--- config.mk ---
export PLATFORM = sky130hd
export DESIGN_NAME = lsu
export DESIGN_NICKNAME = d
export VERILOG_FILES = /design/src/rtl/lsu_pkg.sv /design/src/rtl/lsu_load_ext.sv /design/src/rtl/lsu.sv
export SDC_FILE = /design/constraint.sdc
export NUM_CORES = 1
export LEC_CHECK = 0
export BUFFER_PORTS_ARGS = -buffer_cell sky130_fd_sc_hd__buf_2
export CAP_MARGIN = 30
export CORE_ASPECT_RATIO = 0.5
export CORE_MARGIN = 3
export CORE_UTILIZATION = 52
export CTS_CLUSTER_SIZE = 25
export DETAILED_ROUTE_END_ITERATION = 6
export PLACE_DENSITY = 0.95
export SLEW_MARGIN = 5
export SYNTH_ARGS = -nofsm -noshare
export SYNTH_HDL_FRONTEND = slang
export SYNTH_SLANG_ARGS = --single-unit
--- constraint.sdc ---
create_clock -name clk -period 4.2 [get_ports clk]
set_input_delay 0.42 -clock clk [delete_from_list [all_inputs] [get_ports clk]]
set_output_delay 0.42 -clock clk [all_outputs]
set_load 0.03 [all_outputs]
--- src/rtl/lsu_pkg.sv ---
// Shared types and funct3 encodings for the load/store unit.
package lsu_pkg;

  typedef enum logic [1:0] {
    IDLE  = 2'd0,
    LOAD  = 2'd1,
    STORE = 2'd2,
    RESP  = 2'd3
  } state_t;

  localparam logic [2:0] F3_B  = 3'b000;
  localparam logic [2:0] F3_H  = 3'b001;
  localparam logic [2:0] F3_W  = 3'b010;
  localparam logic [2:0] F3_BU = 3'b100;
  localparam logic [2:0] F3_HU = 3'b101;

  // True when the request must be answered with an error and no memory access.
  function automatic logic req_illegal(input logic       we,
                                       input logic [2:0] funct3,
                                       input logic [1:0] addr_lo);
    logic bad_f3;
    logic misaligned;
    if (we) bad_f3 = !(funct3 inside {F3_B, F3_H, F3_W});
    else    bad_f3 = !(funct3 inside {F3_B, F3_H, F3_W, F3_BU, F3_HU});
    misaligned = ((funct3 == F3_H || funct3 == F3_HU) && addr_lo[0]) ||
                 ((funct3 == F3_W) && (addr_lo != 2'b00));
    return bad_f3 || misaligned;
  endfunction

endpackage

--- src/rtl/lsu_load_ext.sv ---
// Sign/zero extension of the memory read word; byte A of the access sits in rd[7:0].
module lsu_load_ext
  import lsu_pkg::*;
(
  input  logic [2:0]  funct3,
  input  logic [31:0] rd,
  output logic [31:0] data
);

  always_comb begin
    data = '0;
    case (funct3)
      F3_B:    data = {{24{rd[7]}}, rd[7:0]};
      F3_BU:   data = {24'h0, rd[7:0]};
      F3_H:    data = {{16{rd[15]}}, rd[15:0]};
      F3_HU:   data = {16'h0, rd[15:0]};
      F3_W:    data = rd;
      default: data = '0;
    endcase
  end

endmodule

--- src/rtl/lsu.sv ---
// Load/store unit: single outstanding request, byte-enabled memory initiator
// with a registered response.
module lsu
  import lsu_pkg::*;
#(
  parameter int ADDRESS_WIDTH = 17,
  parameter int DATA_WIDTH    = 32
)
(
  input  logic                     clk,
  input  logic                     rst_n,
  input  logic                     req_valid,
  output logic                     req_ready,
  input  logic                     req_we,
  input  logic [2:0]               req_funct3,
  input  logic [31:0]              req_addr,
  input  logic [DATA_WIDTH-1:0]    req_wdata,
  output logic                     rsp_valid,
  input  logic                     rsp_ready,
  output logic [DATA_WIDTH-1:0]    rsp_rdata,
  output logic                     rsp_err,
  output logic                     mem_we0,
  output logic                     mem_we1,
  output logic                     mem_we2,
  output logic                     mem_we3,
  output logic [ADDRESS_WIDTH-1:0] mem_a,
  output logic [DATA_WIDTH-1:0]    mem_wd,
  input  logic [DATA_WIDTH-1:0]    mem_rd,
  output state_t                   dbg_state
);

  // Handshakes: a transfer happens on a rising edge where valid && ready are both
  // high; valid and its payload hold until that edge, ready never waits on valid.

  state_t                   state;
  logic                     cap_we;
  logic [2:0]               cap_funct3;
  logic [ADDRESS_WIDTH-1:0] cap_addr;
  logic [DATA_WIDTH-1:0]    cap_wdata;
  logic [DATA_WIDTH-1:0]    ext_data;
  logic [3:0]               lanes;
  logic                     unused_addr_bits;

  assign unused_addr_bits = ^req_addr[31:ADDRESS_WIDTH];

  lsu_load_ext u_load_ext (
    .funct3 (cap_funct3),
    .rd     (mem_rd),
    .data   (ext_data)
  );

  always_ff @(posedge clk or negedge rst_n) begin
    if (!rst_n) begin
      state      <= IDLE;
      req_ready  <= 1'b1;
      rsp_valid  <= 1'b0;
      rsp_rdata  <= '0;
      rsp_err    <= 1'b0;
      cap_we     <= 1'b0;
      cap_funct3 <= '0;
      cap_addr   <= '0;
      cap_wdata  <= '0;
    end else begin
      case (state)
        IDLE: begin
          if (req_valid && req_ready) begin
            cap_we     <= req_we;
            cap_funct3 <= req_funct3;
            cap_addr   <= req_addr[ADDRESS_WIDTH-1:0];
            cap_wdata  <= req_wdata;
            req_ready  <= 1'b0;
            if (req_illegal(req_we, req_funct3, req_addr[1:0])) begin
              state     <= RESP;
              rsp_valid <= 1'b1;
              rsp_err   <= 1'b1;
              rsp_rdata <= '0;
            end else if (req_we) begin
              state <= STORE;
            end else begin
              state <= LOAD;
            end
          end
        end
        LOAD: begin
          rsp_rdata <= ext_data;
          rsp_err   <= 1'b0;
          rsp_valid <= 1'b1;
          state     <= RESP;
        end
        STORE: begin
          rsp_rdata <= '0;
          rsp_err   <= 1'b0;
          rsp_valid <= 1'b1;
          state     <= RESP;
        end
        RESP: begin
          if (rsp_ready) begin
            rsp_valid <= 1'b0;
            req_ready <= 1'b1;
            state     <= IDLE;
          end
        end
        default: state <= IDLE;
      endcase
    end
  end

  // Write lanes follow the state register, so an async reset drops them at once.
  always_comb begin
    lanes  = 4'b0000;
    mem_wd = '0;
    if (state == STORE && cap_we) begin
      case (cap_funct3)
        F3_B: begin
          lanes         = 4'b0001;
          mem_wd[31:24] = cap_wdata[7:0];
        end
        F3_H: begin
          lanes         = 4'b0011;
          mem_wd[31:16] = {cap_wdata[7:0], cap_wdata[15:8]};
        end
        F3_W: begin
          lanes  = 4'b1111;
          mem_wd = {cap_wdata[7:0], cap_wdata[15:8], cap_wdata[23:16], cap_wdata[31:24]};
        end
        default: begin
          lanes  = 4'b0000;
          mem_wd = '0;
        end
      endcase
    end
  end

  assign mem_we0   = lanes[0];
  assign mem_we1   = lanes[1];
  assign mem_we2   = lanes[2];
  assign mem_we3   = lanes[3];
  assign mem_a     = cap_addr;
  assign dbg_state = state;

endmodule
After elaboration in Yosys (flattened, before gate mapping):

Cells that the tools add are included.

* bitwise logic cells: 0
* mux-type cells: 26
* shift-type cells: 0
* div/mod/pow operators: 0
* eq/ne operators: 14
* multipliers: 0
* $lt $le $gt $ge: 0
* reduce and logical (&&, ||, !) cells: 27
* add/subtract/negate cells: 0

Operators with widths (number)
* $pmux W32 S5: 1
* $mux W32: 3
* $pmux W32 S3: 1
* $mux W16: 1
* $mux W8: 2
* $eq A3 B3 Y1 const B: 4
* $pmux W4 S3: 1
* $reduce_and A3 Y1: 4
* $mux W1: 8
* $mux W2: 4
* $eq A3 B1 Y1 const B: 2
* $eq A3 B2 Y1 const B: 2
* $logic_not A3 Y1: 2
* $ne A2 B2 Y1 const B: 3
* $pmux W2 S3: 1
* $reduce_bool A2 Y1: 3
* $reduce_bool A3 Y1: 2
* $reduce_bool A5 Y1: 1
* $eq A2 B2 Y1 const B: 2
* $logic_and A1 B1 Y1: 4
* $mux W4: 1
* $pmux W1 S2: 2
* $reduce_and A2 Y1: 2
* $reduce_or A2 Y1: 2
* 6 further kinds: 9

* input bits: 104
* memories kept: 0
* ROM bits: 0
* RAM bits: 0
* register bits after elaboration: 90
* output and inout port bits: 90
* bits in latches: 0

Longest topological paths before layout:

Gate-level depths: netlist of run 1.

* depth in word-level cells: 10
* depth in mapped cells: 8
* depth with buffers taken out: 6

Hierarchy:

Synthesis of run 1 repeated with hierarchy kept, for this count alone.

* cells, all modules: 397
* area total of the unflattened synthesis: 4639.4 um^2

By module, submodules not included
* lsu: cells each 326, times used 1, area an instance 4057.6 um^2, sequential area each 2253.4 um^2
* lsu_load_ext: cells each 71, times used 1, area an instance 581.8 um^2, sequential area each 0.0 um^2

Least setup slack after synthesis of run 1:

Ideal clock, no wire load.

* path type: register to output
* from: register state[0] (netlist: dbg_state[0])
* to: output port mem_wd[10]
* buffers on the path: 1
* required time: 3.780 ns
* setup slack: 1.919 ns
* arrival: 1.861 ns
* stages on the path, launching flop included: 7
* path through: dfrtp_1 > inv_1 > ha_1 > nand3b_1 > nor3b_2 > buf_2 > and2_1

* cells in the longest elaborated chain, start to end: 3

Ends and longest elaborated chain
* start: declaration: line lsu.sv:35 `state_t state;`
* start signal: assignment: line lsu.sv:54 `state <= IDLE;`
* start signal: assignment: line lsu.sv:73 `state <= RESP;`
* start signal: assignment: line lsu.sv:78 `state <= STORE;`
* $eq A2 B2 Y1: line lsu.sv:112 `if (state == STORE && cap_we) begin`
* $logic_and A1 B1 Y1: line lsu.sv:112
* $mux W32: line lsu.sv:112
* end: declaration: line lsu.sv:27 `output logic [DATA_WIDTH-1:0] mem_wd,`

Every way passes these cells.

Final worst setup path of run 1:

* from: register state[0] (netlist: dbg_state[0])
* to: output port mem_wd[1]

Same word-level chain as after synthesis.

==> impl_metrics.toml, run 1 <==
[setup_path]
worstPathArrival_ps = 2470
worstPathMaxFanout = 18
r2r_end = "rsp_rdata[10]"
worst_r2r_path_depth = 5
critPathKind = "reg -> out"
required_ps = 3780
startpoint_type = "flop"
rrSetupSlack_ps = 2050
end_kind = "output port"
r2r_start = "cap_funct3[1]"

[floorplan]
die_h_um = 71.6
start_util_pct = 54.8
rows = 23
ios = 194
dieWidth_um = 137
core_area_sq_mm = 0.00817
die_area_sq_mm = 0.00983

[placement]
dpl_cell_area_sq_mm = 0.00536
placed_cells = 633
gp_congestion = 0.827
dp_hpwl_um = 7380
io_buffer_count = 178
dp_slack_ps = 1700

[power]
p_int_mw = 2.59
cellPowerDensity_mw_per_mm2 = 799
power_frac_comb_pct = 49.4
p_seq_share_pct = 33.6
leakagePower_nw = 3.04
power_switching_mw = 1.91
p_sw_share_pct = 42.5
power_mw = 4.50
power_frac_clock_pct = 16.9
ir_drop_v = 0.000404

[clocking]
clk_pin_slew_ps = 60
cts_tree = "built"
cts_resized = 0
cts-root-buf = "clkbuf_16"
h-tree-depth = 3
cts_hold_buffers = 0
post_cts_buffers = 0
insertion_delay_ps = 330
clock_path_buffers = 2
cts_sinks = 90
cts_buffers = 9

[global_route]
antenna_found_initial = 0
grt_overflow = 0
grt_busiest_layer = "met2"
grt_usage_pct = 21.7
globalRouteMet2Util_pct = 40.4
grt_pass1_wl_um = 16900
grt_max_degree = 60
grt_pass1_vias = 3479
grtUsageMet1_pct = 25.0
grt_util_met3_pct = 5.12

[status]
outcome = "completed"

[synth]
synth_seq_area_share_pct = 50.3
avgSynthCellArea_sq_um = 12.2
syn_area_sq_mm = 0.00448
synth_edf_count = 0
synthDistinctLibCells = 40
synth_ff_type = "dfrtp_1"
synth_top_area_cell = "dfrtp_1"
netlist_instances = 366
synthArstFlopShare_pct = 100
synth_nets = 474
synth_top_cell_area_share_pct = 49.7
synth_area_leaders = "dfrtp_1, mux2_2, mux2_4"
ys_ff_latch = 90
yosys_warnings = 0

[timing]
tns_ps = 0
whs_ps = 160
max_freq_ghz = 0.346
grt_setup_unrepaired = "false"
finalHoldViolCount = 0
fin_ws_ps = 1310
skew_ps = 3.13
setup_viol = 0
fin_crit_sh_pct = 68.8
drv_slew = 0
tightest_slew_ps = 934
period_needed_ps = 2890
max_slew_margin_pct = 37.4

[routing]
first_pass_iters = 5
ant_nets = 0
drc = 0
drt-initial-drc-count = 195
vias = 3362
viasPerCell = 5.18
wl_um = 10300
wl_per_cell_um = 15.9

[final_layout]
nets = 640
utilization_pct = 69.0
fin_area_sq_mm = 0.00564
final_cell_mix = "buf_2, dfrtp_1, mux2_2"
final_common_cell = "buf_2"
syn_to_final_growth_pct = 25.9
drive_gt1_share_pct = 49.9
stdcell_count = 649
antenna_cells = 0

[flow_run]
maxCapViolations = 0

[worst_hold_path]
hold_class = "in -> async"
-- power groups by stage --
stage	clock network [mW]	registers [mW]	logic [mW]
after floorplan	0	1.94	1.36
after global placement	0	1.49	2.17
after detailed placement	0	1.52	2.24
after CTS	0.779	1.52	2.25
after global routing	0.818	1.57	2.39
final	0.761	1.51	2.23
-- layer usage --
metal	up-vias	part of all wire, %
met2	88	54
met1	1650	39
met5	-	0
met3	24	4.4
li1	1600	-
met4	0	2.2
-- worst max path at each step --
stage / startpoint / slack, ps / cells after the start / to
after floorplan: dbg_state[0] / 1920 / 6 / mem_wd[10]
after global placement: dbg_state[0] / 1800 / 6 / mem_wd[3]
after detailed placement: dbg_state[0] / 1700 / 6 / mem_wd[4]
after CTS: dbg_state[0] / 1300 / 6 / mem_wd[1]
after global routing: dbg_state[0] / 1070 / 6 / mem_wd[14]
final: dbg_state[0] / 1310 / 6 / mem_wd[1]
-- state kept, by name, indices dropped and copies added (netlist names) --
name        cells
cap_funct3      3
cap_wdata      32
cap_we          1
dbg_state       2
mem_a          17
req_ready       1
rsp_err         1
rsp_rdata      32
rsp_valid       1
-- critical path, stage by stage, from the launching register on --
cell and delay (ps):
dfrtp_1 410, inv_1 110, ha_1 150, nand3b_1 190, nor3b_2 830, and2_1 230
buf_2 210
-- synth_stat cells (5+ instances only) --
master   count
nand2_1     36
mux2_2      37
inv_1        5
a21oi_1     19
nand4_1      8
mux2_4      22
a21bo_1      8
buf_4        5
a21o_1      16
dfrtp_1     89
o21ai_0      6
mux2_1      17
a211o_1      8
and2_1      33
buf_2       17
-- layout make-up --
type                            count  area [sq um]
Fill cell                         590          2540
Clock inverter                      5          37.5
Sequential cell                    90          2250
Multi-Input combinational cell    244          2020
Timing Repair Buffer              182           923
Tap cell                          112           140
Clock buffer                       11           243
Inverter                            5          18.8
-- logic make-up after synthesis --
family	share of synthesized area [%]
AOI/OAI and AO/OA	11.3
adders and majority gates	1.12
muxes	21.2
DFF	50.3
buffers and inverters	4.64
xor gates and xnor gates	0.196
and+or+nand+nor	11.2
(Power assumes the default switching activity.)
==> inputs of run 2 (changes only) <==
Settings changed: ABC_AREA set to 1, CORE_UTILIZATION 52 to 47, PLACE_DENSITY 0.95 to 0.92.
Clock period 4.2 ns to 2.7 ns, I/O delays scaled along.
==> impl_metrics.toml, run 2 <==
[status]
outcome = "completed"

[power]
leakagePower_nw = 3.10
ir_drop_v = 0.000487
cellPowerDensity_mw_per_mm2 = 1170
power_mw = 6.32

[setup_path]
required_ps = 2430
crit_chain = "buf_4 -> nand2_1 -> nor2_1 -> inv_2 -> nor2_1 -> buf_2"
cp_slowest_cell = "dfrtp_1"
r2r_start = "dbg_state[0]"
r2r_end = "rsp_rdata[26]"
crit_family = "buffers and inverters"
critPathKind = "reg -> out"
end_kind = "output port"
rrSetupSlack_ps = 640
startpoint_type = "flop"
critPathBufInv = 3
worst_r2r_path_depth = 8
cp_common_cell = "nor2_1"
cp_slowest_stage_delay_ps = 540
worstPathMaxFanout = 16
worstPathArrival_ps = 2100

[global_route]
grt_pass1_vias = 3669
grt_usage_pct = 21.1
antenna_found_initial = 0
grt_pass1_wl_um = 17200
grt_overflow = 0
grt_max_degree = 91

[final_layout]
syn_to_final_growth_pct = 31.6
antenna_cells = 0
stdcell_count = 765
final_cell_mix = "buf_2, nand2_1, dfrtp_1"
utilization_pct = 65.5
drive_gt1_share_pct = 35.2
nets = 756
final_common_cell = "buf_2"

[routing]
first_pass_iters = 4
vias = 3746
viasPerCell = 4.90
wl_per_cell_um = 13.4
drc = 0
wl_um = 10300
drt-initial-drc-count = 235
ant_nets = 0

[placement]
dp_hpwl_um = 7280
io_buffer_count = 178
gp_congestion = 0.769
placed_cells = 748

[timing]
skew_ps = 6.82
period_needed_ps = 2370
tightest_slew_ps = 531
whs_ps = 164
finalHoldViolCount = 0
setup_viol = 0
max_freq_ghz = 0.421
tns_ps = 0
drv_slew = 0
grt_setup_unrepaired = "false"
max_slew_margin_pct = 64.5
fin_crit_sh_pct = 87.9

[floorplan]
die_area_sq_mm = 0.00998
dieWidth_um = 138
start_util_pct = 49.8
core_area_sq_mm = 0.00826
die_h_um = 72.1
ios = 194
rows = 23

[clocking]
cts-root-buf = "clkbuf_16"
cts_sinks = 90
insertion_delay_ps = 330
post_cts_buffers = 0
cts_buffers = 9
cts_tree = "built"
clk_pin_slew_ps = 60
clock_path_buffers = 2
h-tree-depth = 3

[synth]
syn_area_sq_mm = 0.00411
avgSynthCellArea_sq_um = 8.60
synth.cells.most_frequent = "nand2_1, dfrtp_1, nor2_1"
netlist_instances = 478
ys_ff_latch = 90
synth_area_leaders = "dfrtp_1, nand2_1, nor2_1"
synth_seq_area_share_pct = 54.8
synth_top_cell_area_share_pct = 54.2
yosys_warnings = 0
synth_ff_type = "dfrtp_1"
synthDistinctLibCells = 20
synth_nets = 586
yosysMostFrequentCell = "nand2_1"
synth_edf_count = 0
synth_top_area_cell = "dfrtp_1"
synthArstFlopShare_pct = 100

[worst_hold_path]
whs_endpoint = "mem_a[6]"
hold_class = "in -> reg"
hold_depth = 2
min-delay-start = "req_addr[6]"

[flow_run]
maxCapViolations = 0
[run 2: changes by cell type after synthesis, moves of 17 or more]
| cell | before | now |
|---|---|---|
| nor2_1 | 0 | 74 |
| mux2_1 | 17 | 0 |
| mux2_2 | 37 | 17 |
| inv_1 | 5 | 47 |
| nand2_1 | 36 | 104 |
| and2_1 | 33 | 0 |
| mux2_4 | 22 | 0 |
| nand3_1 | 1 | 34 |
[run 2: worst max path at each step]
stage / startpoint / endpoint / slack [ps] / cells past startpoint
finish: cap_funct3[1] / mem_wd[4] / 330 / 6
global route: cap_funct3[1] / mem_wd[0] / 130 / 6
CTS: cap_funct3[1] / mem_wd[4] / 320 / 6
detailed placement: dbg_state[0] / rsp_rdata[26] / 690 / 8
global placement: dbg_state[0] / rsp_rdata[26] / 750 / 8
floorplan: dbg_state[0] / mem_wd[10] / 350 / 7
[run 2: where the power goes]
| part | internal (mW) | switching [mW] | total, mW |
|---|---|---|---|
| Clock | 0.819 | 0.489 | 1.31 |
| Combinational | 0.876 | 1.97 | 2.85 |
| Sequential | 1.91 | 0.257 | 2.16 |
| Total | 3.60 | 2.72 | 6.32 |
[run 2: final cells by class]
class	count	area [sq um]
clock buffers	15	288
flip-flops and latches	90	2250
fillers	655	2850
repair buffers	187	1000
well taps	112	140
clock inverters	1	30.0
multi-input cells	312	1520
inverters	48	180
[run 2: kinds of logic after synthesis]
family,share of synthesized area (%)
muxes,4.65
adders and majority gates,1.22
AOI/OAI and AO/OA,10.2
and+or+nand+nor,20.9
DFF,54.8
buffers and inverters,8.31
[run 2: metrics by stage]
step | cell area, sq um | setup slack, ps
floorplan | 4110 | 353
CTS | 5410 | 315
detailed placement | 5080 | 691
global route | 5410 | 134
global placement | 5080 | 752
finish | 5410 | 326
[run 2: worst reg2reg max path, stage by stage (launching register included)]
cell,delay (ps)
dfrtp_1,440
inv_1,120
ha_1,250
nand3_2,130
o21ai_1,150
nand2_2,350
buf_12,320
nand2_1,80
o21ai_0,70
[run 2: per-layer routing]
layer | share of wire (%) | wire length [um] | track usage [%]
met5 | 0 | 0 | 0
met4 | 1.5 | 157 | 8.00
met1 | 39 | 4020 | 24.6
met3 | 5.6 | 574 | 4.48
met2 | 54 | 5530 | 39.4
[run 2: what timing repair did]
action	in CTS	in global routing
hold buffers	1	0
endpoints found under the hold margin	41	0
gates resized for setup	0	0
==> inputs of run 3 (changes only) <==
Settings changed: CORE_UTILIZATION 47 to 48, PLACE_DENSITY 0.92 to 0.91, SYNTH_HIERARCHICAL set to 1.
==> impl_metrics.toml, run 3 <==
[synth]
avgSynthCellArea_sq_um = 8.19
synth_nets = 678
synth_top_cell_area_share_pct = 47.7
yosys_warnings = 6
synth_edf_count = 0
synth_seq_area_share_pct = 48.3
synthArstFlopShare_pct = 100
synth_top_area_cell = "dfrtp_1"
synth_area_leaders = "dfrtp_1, nand2_1, inv_1"
synth.cells.most_frequent = "nand2_1, dfrtp_1, inv_1"
syn_area_sq_mm = 0.00467
yosysMostFrequentCell = "nand2_1"
synth_ff_type = "dfrtp_1"
netlist_instances = 570
synthDistinctLibCells = 26
ys_ff_latch = 90

[setup_path]
cp_slowest_cell = "dfrtp_1"
worstPathArrival_ps = 2080
startpoint = "cap_funct3[0]"
cp_slowest_stage_delay_ps = 620
critPathKind = "reg -> out"
r2r_start = "dbg_state[0]"
crit_family = "simple AND/OR/NAND/NOR gates"
crit_chain = "nor2_1 -> nand2_1 -> nor2_1 -> inv_1 -> nor2_1 -> buf_2"
end_kind = "output port"
critPathBufInv = 2
required_ps = 2430
cp_common_cell = "nor2_1"
worstPathMaxFanout = 16
startpoint_type = "flop"

[placement]
io_buffer_count = 178
dpl_cell_area_sq_mm = 0.00557
dp_slack_ps = 539
placed_cells = 853
dp_hpwl_um = 8300
gp_congestion = 0.782

[floorplan]
dieWidth_um = 145
rows = 24
ios = 194
core_area_sq_mm = 0.00907
die_area_sq_mm = 0.0110
start_util_pct = 51.4
die_h_um = 75.7

[clocking]
clock_path_buffers = 2
cts_tree = "built"
cts_hold_buffers = 0
cts_resized = 0
cts_buffers = 9
post_cts_buffers = 0
clk_pin_slew_ps = 70
cts_sinks = 90
h-tree-depth = 3
cts-root-buf = "clkbuf_16"
insertion_delay_ps = 340

[global_route]
grt_pass1_wl_um = 19000
grt_usage_pct = 21.4
grt_max_degree = 91
grt_overflow = 0
antenna_found_initial = 0
grt_pass1_vias = 4136

[timing]
drv_slew = 0
fin_ws_ps = 353
whs_ps = 7.67
grt_setup_unrepaired = "false"
tns_ps = 0
max_slew_margin_pct = 48.1
tightest_slew_ps = 778
period_needed_ps = 2350
fin_crit_sh_pct = 86.9
finalHoldViolCount = 0
skew_ps = 4.34
setup_viol = 0
max_freq_ghz = 0.426

[final_layout]
antenna_cells = 0
final_cell_mix = "buf_2, nand2_1, dfrtp_1"
drive_gt1_share_pct = 32.9
utilization_pct = 64.4
stdcell_count = 869
nets = 842
syn_to_final_growth_pct = 25.3
final_common_cell = "buf_2"
fin_area_sq_mm = 0.00584

[power]
power_mw = 6.86
leakagePower_nw = 3.76
p_int_mw = 3.61
p_seq_share_pct = 33.3
ir_drop_v = 0.000468
power_frac_comb_pct = 49.4
power_switching_mw = 3.25
p_sw_share_pct = 47.4
power_frac_clock_pct = 17.2
cellPowerDensity_mw_per_mm2 = 1170

[routing]
routed.top_layer = "met4"
drc = 0
drt-initial-drc-count = 274
ant_nets = 0
first_pass_iters = 5
wl_met3_um = 657
vias = 4216
wl_um = 11800
wl_per_cell_um = 13.6
viasPerCell = 4.85
wl_met1_um = 4690
wl_met2_um = 6300

[worst_hold_path]
hold_class = "in -> async"

[flow_run]
maxCapViolations = 0

[status]
outcome = "completed"
==> run 3: path summary, 6_finish.rpt <==
path / to / slack, ps / cells after the start
max in group asynchronous: req_ready / 1940 / 2
min in group clk: mem_a[14] / 140 / 2
setup reg to reg: rsp_rdata[23] / 520 / 7
hold reg to reg: rsp_rdata[6] / 460 / 2
setup / recovery: mem_wd[14] / 350 / 6
hold / removal: rsp_rdata[22] / 8 / 1
==> run 3: power by group through the flow <==
stage | combinational (mW) | clock (mW) | sequential [mW]
final | 3.39 | 1.18 | 2.29
after global routing | 3.71 | 1.27 | 2.36
after CTS | 3.40 | 1.21 | 2.29
after detailed placement | 3.39 | 0 | 2.30
after global placement | 3.28 | 0 | 2.27
after floorplan | 2.01 | 0 | 2.94
==> run 3: logic make-up after synthesis <==
logic type	share of synthesized area, %
flip-flops	48.3
AND/OR/NAND/NOR	27.4
AO/OA/AOI/OAI	6.22
buffers and inverters	11.9
multiplexers	5.15
adder cells (fa/ha/maj)	1.07
==> run 3: area by class of cell <==
class,instances,area [sq um]
fill,772,3220
sequential,90,2250
multi-input combinational,359,1860
timing repair buffer,185,958
inverter,89,334
clock buffer,9,225
tap,130,163
clock inverter,7,52.6
==> run 3: metal layers <==
metal / global-route usage (%) / vias to the layer above
met5: 0 / -
met4: 7.99 / 0
met3: 5.17 / 21
met2: 40.8 / 127
met1: 24.2 / 1980
li1: - / 2088
